## src/rtl/rect_overlay.sv

```systemverilog
// Rectangle overlay: shadow/active rectangle sets with a two-stage hit/priority pipeline.
// Optional define RECT_OUTLINE_EN adds a per-channel outline mode and the wr_outline port.
`timescale 1ns/1ps
module rect_overlay #(
    parameter int NUM_RECTS = 4,
    parameter int COORD_W   = 10,
    parameter int COLOR_W   = 8,
    localparam int IDX_W    = (NUM_RECTS > 1) ? $clog2(NUM_RECTS) : 1
) (
    input  logic               clk,
    input  logic               rst_n,
    input  logic               wr_valid,
    output logic               wr_ready,
    input  logic [IDX_W-1:0]   wr_idx,
    input  logic [COORD_W-1:0] wr_x,
    input  logic [COORD_W-1:0] wr_y,
    input  logic [COORD_W-1:0] wr_w,
    input  logic [COORD_W-1:0] wr_h,
    input  logic [COLOR_W-1:0] wr_color,
    input  logic               wr_en_rect,
`ifdef RECT_OUTLINE_EN
    input  logic               wr_outline,
`endif
    input  logic               frame_start,
    input  logic               pix_valid,
    input  logic [COORD_W-1:0] x_pixel,
    input  logic [COORD_W-1:0] y_pixel,
    output logic               out_valid,
    output logic               out_hit,
    output logic [IDX_W-1:0]   out_idx,
    output logic [COLOR_W-1:0] out_color
);

    typedef struct packed {
        logic [COORD_W-1:0] x;
        logic [COORD_W-1:0] y;
        logic [COORD_W-1:0] w;
        logic [COORD_W-1:0] h;
        logic [COLOR_W-1:0] color;
        logic               en;
`ifdef RECT_OUTLINE_EN
        logic               outline;
`endif
    } rect_t;

    rect_t                shadow_q [NUM_RECTS];
    rect_t                active_q [NUM_RECTS];
    rect_t                wr_rect;
    logic                 rdy_q;

    logic [NUM_RECTS-1:0] hit_d;
    logic                 v1_q;
    logic [NUM_RECTS-1:0] hit1_q;
    logic [COLOR_W-1:0]   col1_q [NUM_RECTS];

    logic                 win_hit_d;
    logic [IDX_W-1:0]     win_idx_d;
    logic [COLOR_W-1:0]   win_color_d;
    logic                 out_valid_q;
    logic                 out_hit_q;
    logic [IDX_W-1:0]     out_idx_q;
    logic [COLOR_W-1:0]   out_color_q;

    // Writes stall during the commit cycle so a commit never races a shadow update.
    assign wr_ready = rdy_q && !frame_start;

    always_comb begin
        wr_rect       = '0;
        wr_rect.x     = wr_x;
        wr_rect.y     = wr_y;
        wr_rect.w     = wr_w;
        wr_rect.h     = wr_h;
        wr_rect.color = wr_color;
        wr_rect.en    = wr_en_rect;
`ifdef RECT_OUTLINE_EN
        wr_rect.outline = wr_outline;
`endif
    end

    always_ff @(posedge clk or negedge rst_n) begin
        if (!rst_n) begin
            rdy_q <= 1'b0;
            for (int unsigned i = 0; i < NUM_RECTS; i++) begin
                shadow_q[i] <= '0;
                active_q[i] <= '0;
            end
        end else begin
            rdy_q <= 1'b1;
            if (wr_valid && wr_ready)
                shadow_q[wr_idx] <= wr_rect;
            if (frame_start)
                active_q <= shadow_q;
        end
    end

    // Bounds are compared one bit wider than coordinates so x+w clips instead of wrapping.
    always_comb begin : hit_calc
        logic [COORD_W:0] px, py, x_end, y_end;
        logic             in_rect, on_edge;
        hit_d   = '0;
        px      = {1'b0, x_pixel};
        py      = {1'b0, y_pixel};
        x_end   = '0;
        y_end   = '0;
        in_rect = 1'b0;
        on_edge = 1'b0;
        for (int unsigned i = 0; i < NUM_RECTS; i++) begin
            x_end   = {1'b0, active_q[i].x} + {1'b0, active_q[i].w};
            y_end   = {1'b0, active_q[i].y} + {1'b0, active_q[i].h};
            in_rect = active_q[i].en
                   && (px >= {1'b0, active_q[i].x}) && (px < x_end)
                   && (py >= {1'b0, active_q[i].y}) && (py < y_end);
            on_edge = (px == {1'b0, active_q[i].x}) || (px == x_end - (COORD_W+1)'(1))
                   || (py == {1'b0, active_q[i].y}) || (py == y_end - (COORD_W+1)'(1));
`ifdef RECT_OUTLINE_EN
            hit_d[i] = in_rect && (!active_q[i].outline || on_edge);
`else
            hit_d[i] = in_rect && (on_edge || !on_edge);
`endif
        end
    end

    // Colours are captured with the hit vector so a commit cannot alter in-flight pixels.
    always_ff @(posedge clk or negedge rst_n) begin
        if (!rst_n) begin
            v1_q   <= 1'b0;
            hit1_q <= '0;
            for (int unsigned i = 0; i < NUM_RECTS; i++)
                col1_q[i] <= '0;
        end else begin
            v1_q   <= pix_valid;
            hit1_q <= pix_valid ? hit_d : '0;
            for (int unsigned i = 0; i < NUM_RECTS; i++)
                col1_q[i] <= active_q[i].color;
        end
    end

    always_comb begin
        win_hit_d   = 1'b0;
        win_idx_d   = '0;
        win_color_d = '0;
        for (int unsigned i = 0; i < NUM_RECTS; i++) begin
            if (hit1_q[i] && !win_hit_d) begin
                win_hit_d   = 1'b1;
                win_idx_d   = IDX_W'(i);
                win_color_d = col1_q[i];
            end
        end
    end

    always_ff @(posedge clk or negedge rst_n) begin
        if (!rst_n) begin
            out_valid_q <= 1'b0;
            out_hit_q   <= 1'b0;
            out_idx_q   <= '0;
            out_color_q <= '0;
        end else begin
            out_valid_q <= v1_q;
            out_hit_q   <= win_hit_d;
            out_idx_q   <= win_idx_d;
            out_color_q <= win_color_d;
        end
    end

    assign out_valid = out_valid_q;
    assign out_hit   = out_hit_q;
    assign out_idx   = out_idx_q;
    assign out_color = out_color_q;

endmodule
```

## config.mk

```make
export PLATFORM = sky130hd
export DESIGN_NAME = rect_overlay
export DESIGN_NICKNAME = d
export VERILOG_FILES = /design/src/rtl/rect_overlay.sv
export SDC_FILE = /design/constraint.sdc
export NUM_CORES = 1
export LEC_CHECK = 0
export ABC_AREA = 1
export CORE_ASPECT_RATIO = 0.6
export CORE_MARGIN = 2
export CORE_UTILIZATION = 50
export DETAILED_ROUTE_END_ITERATION = 7
export PLACE_DENSITY = 0.67
export SYNTH_ARGS = -nofsm -noshare
export SYNTH_HDL_FRONTEND = slang
export SYNTH_SLANG_ARGS = --single-unit
export TNS_END_PERCENT = 5
```

## constraint.sdc

```tcl
create_clock -name clk -period 2.44 [get_ports clk]
set_clock_uncertainty 0.1 [all_clocks]
set_input_delay 0.366 -clock clk [delete_from_list [all_inputs] [get_ports clk]]
set_output_delay 0.366 -clock clk [all_outputs]
set_load 0.005 [all_outputs]
```

* After elaboration in Yosys (flattened, before gate mapping)
Cells that the tools add are included.
** Word-level totals
- Flip-flop bits (word level) :: 442
- Input bits :: 76
- Output and inout bits :: 13
- Logic and storage cells :: 127
** Operators by class
- Add/subtract/negate cells :: 8
- Magnitude comparators :: 18
- Mux-type cells :: 15
- Bitwise operators :: 1
- Reduce and logical (&&, ||, !) cells :: 26
** Operators by type and width (number)
- 196-bit bitwise mux :: 1
- 49-bit demux with 2-bit select :: 1
- 10-bit by 10-bit adder with 11-bit output :: 8
- 10-bit by 11-bit < comparator with 1-bit output :: 8
- 10-bit greater-or-equal comparator :: 8
- 49-bit 2-to-1 mux :: 1
- 8-bit 2-to-1 mux :: 4
- 1-bit logical AND :: 22
- 1-bit 2-to-1 mux :: 5
- 1-bit logical NOT :: 4
- 2-bit 2-to-1 mux :: 2
- 4-bit 2-to-1 mux :: 1
- 3-bit greater-or-equal comparator (second input constant) :: 1
- 3-bit by 1-bit < comparator with 1-bit output (second input constant) :: 1
- 2-bit NOT with 3-bit output :: 1

* Logic depth before layout (Yosys ltp)
- Depth in word-level cells :: 10
- Mapped depth :: 19
- Mapped depth without buffers :: 19

* Worst setup path after synthesis
Ideal clock, no wire load.
- Path kind :: register to register
- From :: register active_q[39] (netlist bit)
- To :: register hit1_q[3]
- Library setup time :: 0.071 ns
- Arrival time :: 2.299 ns
- Required time :: 2.269 ns
- Setup slack :: -0.031 ns
- Stages on the path, launching flop included :: 19
- Buffers on the path :: 0
- Clock period less this slack :: 2.471 ns
- Cells stage by stage :: dfrtp_1 ha_1 fa_1 inv_1 nor2_1 nor2_1 xor2_1 ha_1 nand2_1 inv_1 a21oi_1 nand2_1 nand2_1 nand2_1 nand2_1 nand2_1 nand2_1 nand2_1 nor2_1
** On the way
- Cells in the longest elaborated chain, start to end :: 6
- Elaborated cells on any way between the ends :: 8
- Classes of those cells :: add/sub: 1; order compare: 2; mux: 1; reduce/logical: 4
** RTL lines
- start, declared :: line 47 : rect_t active_q [NUM_RECTS];
- start signal, assigned :: line 92 : active_q <= shadow_q;
- 10-bit by 10-bit adder with 11-bit output or 10-bit greater-or-equal comparator (tied branches) :: line 108, 111
- 10-bit by 11-bit < comparator with 1-bit output or 1-bit logical AND (tied branches) :: line 111 : && (px >= {1'b0, active_q[i].x}) && (px < x_end)
- 1-bit logical AND * :: line 111
- 1-bit logical AND * (2 in series) :: line 112 : && (py >= {1'b0, active_q[i].y}) && (py < y_end);
- 4-bit 2-to-1 mux * :: line 132 : hit1_q <= pix_valid ? hit_d : '0;
- end signal, assigned :: line 132
- end, declared :: line 53 : logic [NUM_RECTS-1:0] hit1_q;
Mark *: on every way between the ends. The rest lies on a longest branch, timed or not.
A chain may end at the register's enable or synchronous reset.

* Final worst setup path
- From :: register active_q[112] (netlist bit)
- To :: register hit1_q[1]
** On the way
- Cells in the longest elaborated chain, start to end :: 4
** RTL lines
- 10-bit by 10-bit adder with 11-bit output :: line 109 : y_end = {1'b0, active_q[i].y} + {1'b0, active_q[i].h};
- 10-bit by 11-bit < comparator with 1-bit output :: line 112
- 1-bit logical AND :: line 112
- 4-bit 2-to-1 mux :: line 132
Every way passes these cells.

==> results.py <==
metrics = {
    "synthesis": {
        "ys_top_cells_by_area": "dfrtp_1 48%, ha_1 13%, nand2_1 8.1%",
        "synthesis.nets": 2862,
        "syn-cell-area_mm2": 0.0230,
        "ys_types": 32,
        "avgSynthCellArea_um2": 9.04,
        "ys_seq_elements": 442,
        "synth_top_cell_area_share_pct": 48.0,
        "yosys.area.top_type": "dfrtp_1",
        "yosysWarnings": 0,
        "syn_inst": 2546,
        "yosysSeqAreaShare_pct": 48.0,
    },
    "power": {
        "ir_drop_uv": 534,
        "power_w": 0.0273,
        "powerDensity_mw_per_mm2": 985,
        "leakagePower_nw": 13.5,
    },
    "floorplan": {
        "die_h_um": 170,
        "initial_core_util_pct": 51.0,
        "io_pins": 89,
        "die_x_um": 281,
        "die_area_mm2": 0.0478,
        "num_rows": 60,
        "coreArea_mm2": 0.0451,
    },
    "timing": {
        "worst_pin_slew_ns": 0.570,
        "maxSlewHeadroom_pct": 62.0,
        "setup_violations": 4,
        "clock.fmax_mhz": 391,
        "period_minus_slack_ns": 2.56,
        "hold_violations": 0,
        "setup_slack_ns": -0.120,
        "fin_setup_tns_ns": -0.415,
        "fin_crit_sh_pct": 105,
        "maxSlewViolCount": 0,
        "rsz0062_at_grt": "true",
    },
    "worst_setup_path": {
        "path_class": "reg -> reg",
        "start_kind": "flop",
        "arrival_ns": 2.94,
        "cpLargestDelayFamily": "simple AND/OR/NAND/NOR gates",
        "reg2reg_depth": 19,
        "crit_chain": "ha_1 > nand2_1 > inv_1 > nand3_1 > nor2_1 > nor2_2 > xor2_1 > ha_1 > nand2_1 > inv_1 > a21oi_1 > nand2_1 > nand2_1 > nand2_1 > nand2_1 > nand2_1 > nand2_1 > nand2_1 > nor2_1",
        "worst-path-max-fanout": 3,
        "crit_buf_inv": 2,
        "cp_common_cell": "nand2_1",
        "slowest_delay_ns": 0.41,
        "required_ns": 2.82,
        "cp_num_cells": 19,
        "cp_slowest_cell": "dfrtp_1",
        "crit_path_end_kind": "flop",
    },
    "layout": {
        "nFillCells": 3778,
        "multi_input_comb_area_mm2": 0.0108,
        "final_common_cell": "nand2_1",
        "mostFrequentLayoutCells": "495 x nand2_1, 442 x dfrtp_1, 281 x inv_1",
        "fin_nets": 3076,
        "seq_area_mm2": 0.0111,
        "area_growth_pct": 20.3,
        "post_route_cells_drive_above_1_share_pct": 13.0,
        "layout.cells.non_filler": 3414,
    },
    "grt": {
        "grt_max_degree": 114,
        "antenna_found_initial": 1,
        "grt_overflow": 0,
        "grt_pass1_wl_um": 96800,
        "grt.total_usage_pct": 26.1,
        "first_global_vias": 17800,
    },
    "status": {
        "violations": "negative setup slack",
        "status": "finished with violations",
    },
    "clocking": {
        "cts_max_path_buffers": 3,
        "root_buffer": "clkbuf_16",
        "clock_latency_ns": 0.55,
        "cts_sinks": 442,
        "cts_made_buffers": 42,
        "clk_pin_slew_ns": 0.07,
        "cts_tree": "built",
        "clock_tree.htree_level_count": 2,
    },
    "placed_design": {
        "io_buffers": 88,
        "place.gp.congestion": 0.893,
        "place_inst": 3332,
        "pre_cts_slack_ns": -0.222,
        "place_hpwl_um": 45600,
    },
    "detailed_routing": {
        "wl_per_cell_um": 17.8,
        "first_iter_violations": 1515,
        "drc": 0,
        "viasPerCell": 5.37,
        "drt_wl_total_um": 60900,
        "ant_nets": 0,
        "num_vias": 18300,
        "drtPass1Iterations": 5,
    },
    "min_path": {
        "hp-class": "in -> reg",
        "holdPathStages": 3,
    },
    "run": {
        "maxCapViolations": 0,
    },
}
[synth_stat cells]
| cell type | n |
|---|---|
| nor4_1 | 8 |
| nand3b_1 | 1 |
| xnor2_1 | 21 |
| nand4_1 | 36 |
| nand2_1 | 495 |
| xor2_1 | 43 |
| a21oi_1 | 251 |
| mux2_2 | 76 |
| conb_1 | 1 |
| nor3_2 | 1 |
| dfrtp_1 | 442 |
| inv_1 | 283 |
| fa_1 | 8 |
| o21bai_1 | 8 |
| nor2_2 | 1 |
| o21ai_1 | 2 |
| clkinv_1 | 2 |
| a31oi_1 | 8 |
| nor3_4 | 3 |
| nor3_1 | 8 |
| nor2_1 | 273 |
| a21o_1 | 8 |
| nand4_2 | 1 |
| ha_1 | 232 |
| buf_4 | 6 |
| nand3_1 | 57 |
| buf_2 | 40 |
| o21a_1 | 8 |
| o21ai_0 | 183 |
| nand2_2 | 1 |
| clkbuf_1 | 31 |
| o211ai_1 | 8 |
[where the power goes]
part / switching, W / internal, W / total, W
Combinational: 0.00549 / 0.00463 / 0.0101
Sequential: 0.00103 / 0.00899 / 0.0100
Clock: 0.00292 / 0.00423 / 0.00714
Total: 0.00944 / 0.0178 / 0.0273
[worst reg2reg max path, delay by kind of cell, from the launching register on]
kind                     cells  cell delay (ns)
XOR/XNOR                     1             0.17
buffers and inverters        2             0.12
adder cells (fa/ha/maj)      2             0.66
AO/OA/AOI/OAI                1             0.13
flip-flops                   1             0.41
AND/OR/NAND/NOR             13             0.90
[timing repair]
| action | in CTS | in global routing |
|---|---|---|
| pin swaps | 23 | 4 |
| resized for setup | 36 | 17 |
| hold buffers | 1 | 0 |
| setup buffers | 1 | 2 |
| endpoints found under the hold margin | 45 | 0 |
| setup endpoints to repair | 4 | 4 |
[cell families after synthesis]
group,synth area share (%)
adder cells (fa/ha/maj),13.3
AND/OR/NAND/NOR,15.5
multiplexers,3.72
buffers and inverters,6.22
other,0.0163
AO/OA/AOI/OAI,10.7
flip-flops,48.0
XOR/XNOR,2.43
[metrics by stage]
step           util (%)  hold slack [ns]  cell area [um^2]
2_1_floorplan         -          -0.0296             23000
3_3_place_gp       57.4            0.232             25900
3_5_place_dp       57.4            0.240             25900
4_1_cts            61.2           0.0920             27600
5_1_grt            61.4            0.124             27700
6_report           61.4            0.112             27700
[registers in the layout (all words and copies together), names as in the netlist]
register and flops:
active_q 196, col1_q 32, hit1_q 4, out_color 8, out_hit 1, out_idx 2, out_valid 1, rdy_q 1
shadow_q 196, v1_q 1
[final timing paths]
path / start / to / slack (ns)
max: active_q[112] / hit1_q[1] / -0.12
min: frame_start / active_q[146] / 0.11
max reg2reg: active_q[112] / hit1_q[1] / -0.12
min reg2reg: v1_q / out_valid / 0.26
max in group asynchronous: rst_n / active_q[91] / 1.17
min in group asynchronous: rst_n / shadow_q[1] / 0.25
[final cells by class]
type	instances	share of cell area, %
tap	620	2.80
inverter	285	3.86
antenna	1	0.00904
timing repair buffer	247	8.89
clock buffer	59	4.50
clock inverter	18	0.958
sequential	442	39.9
multi-input combinational	1742	39.0
[routing by layer]
| metal | global-route usage (%) | vias to the layer above | wire [um] |
|---|---|---|---|
| li1 | - | 8793 | - |
| met1 | 42.3 | 8971 | 31500 |
| met2 | 36.4 | 491 | 24300 |
| met3 | 4.79 | 65 | 4340 |
| met4 | 4.23 | 0 | 750 |
| met5 | 0 | - | 0 |
Note: power is estimated with default switching activity, not from simulation.
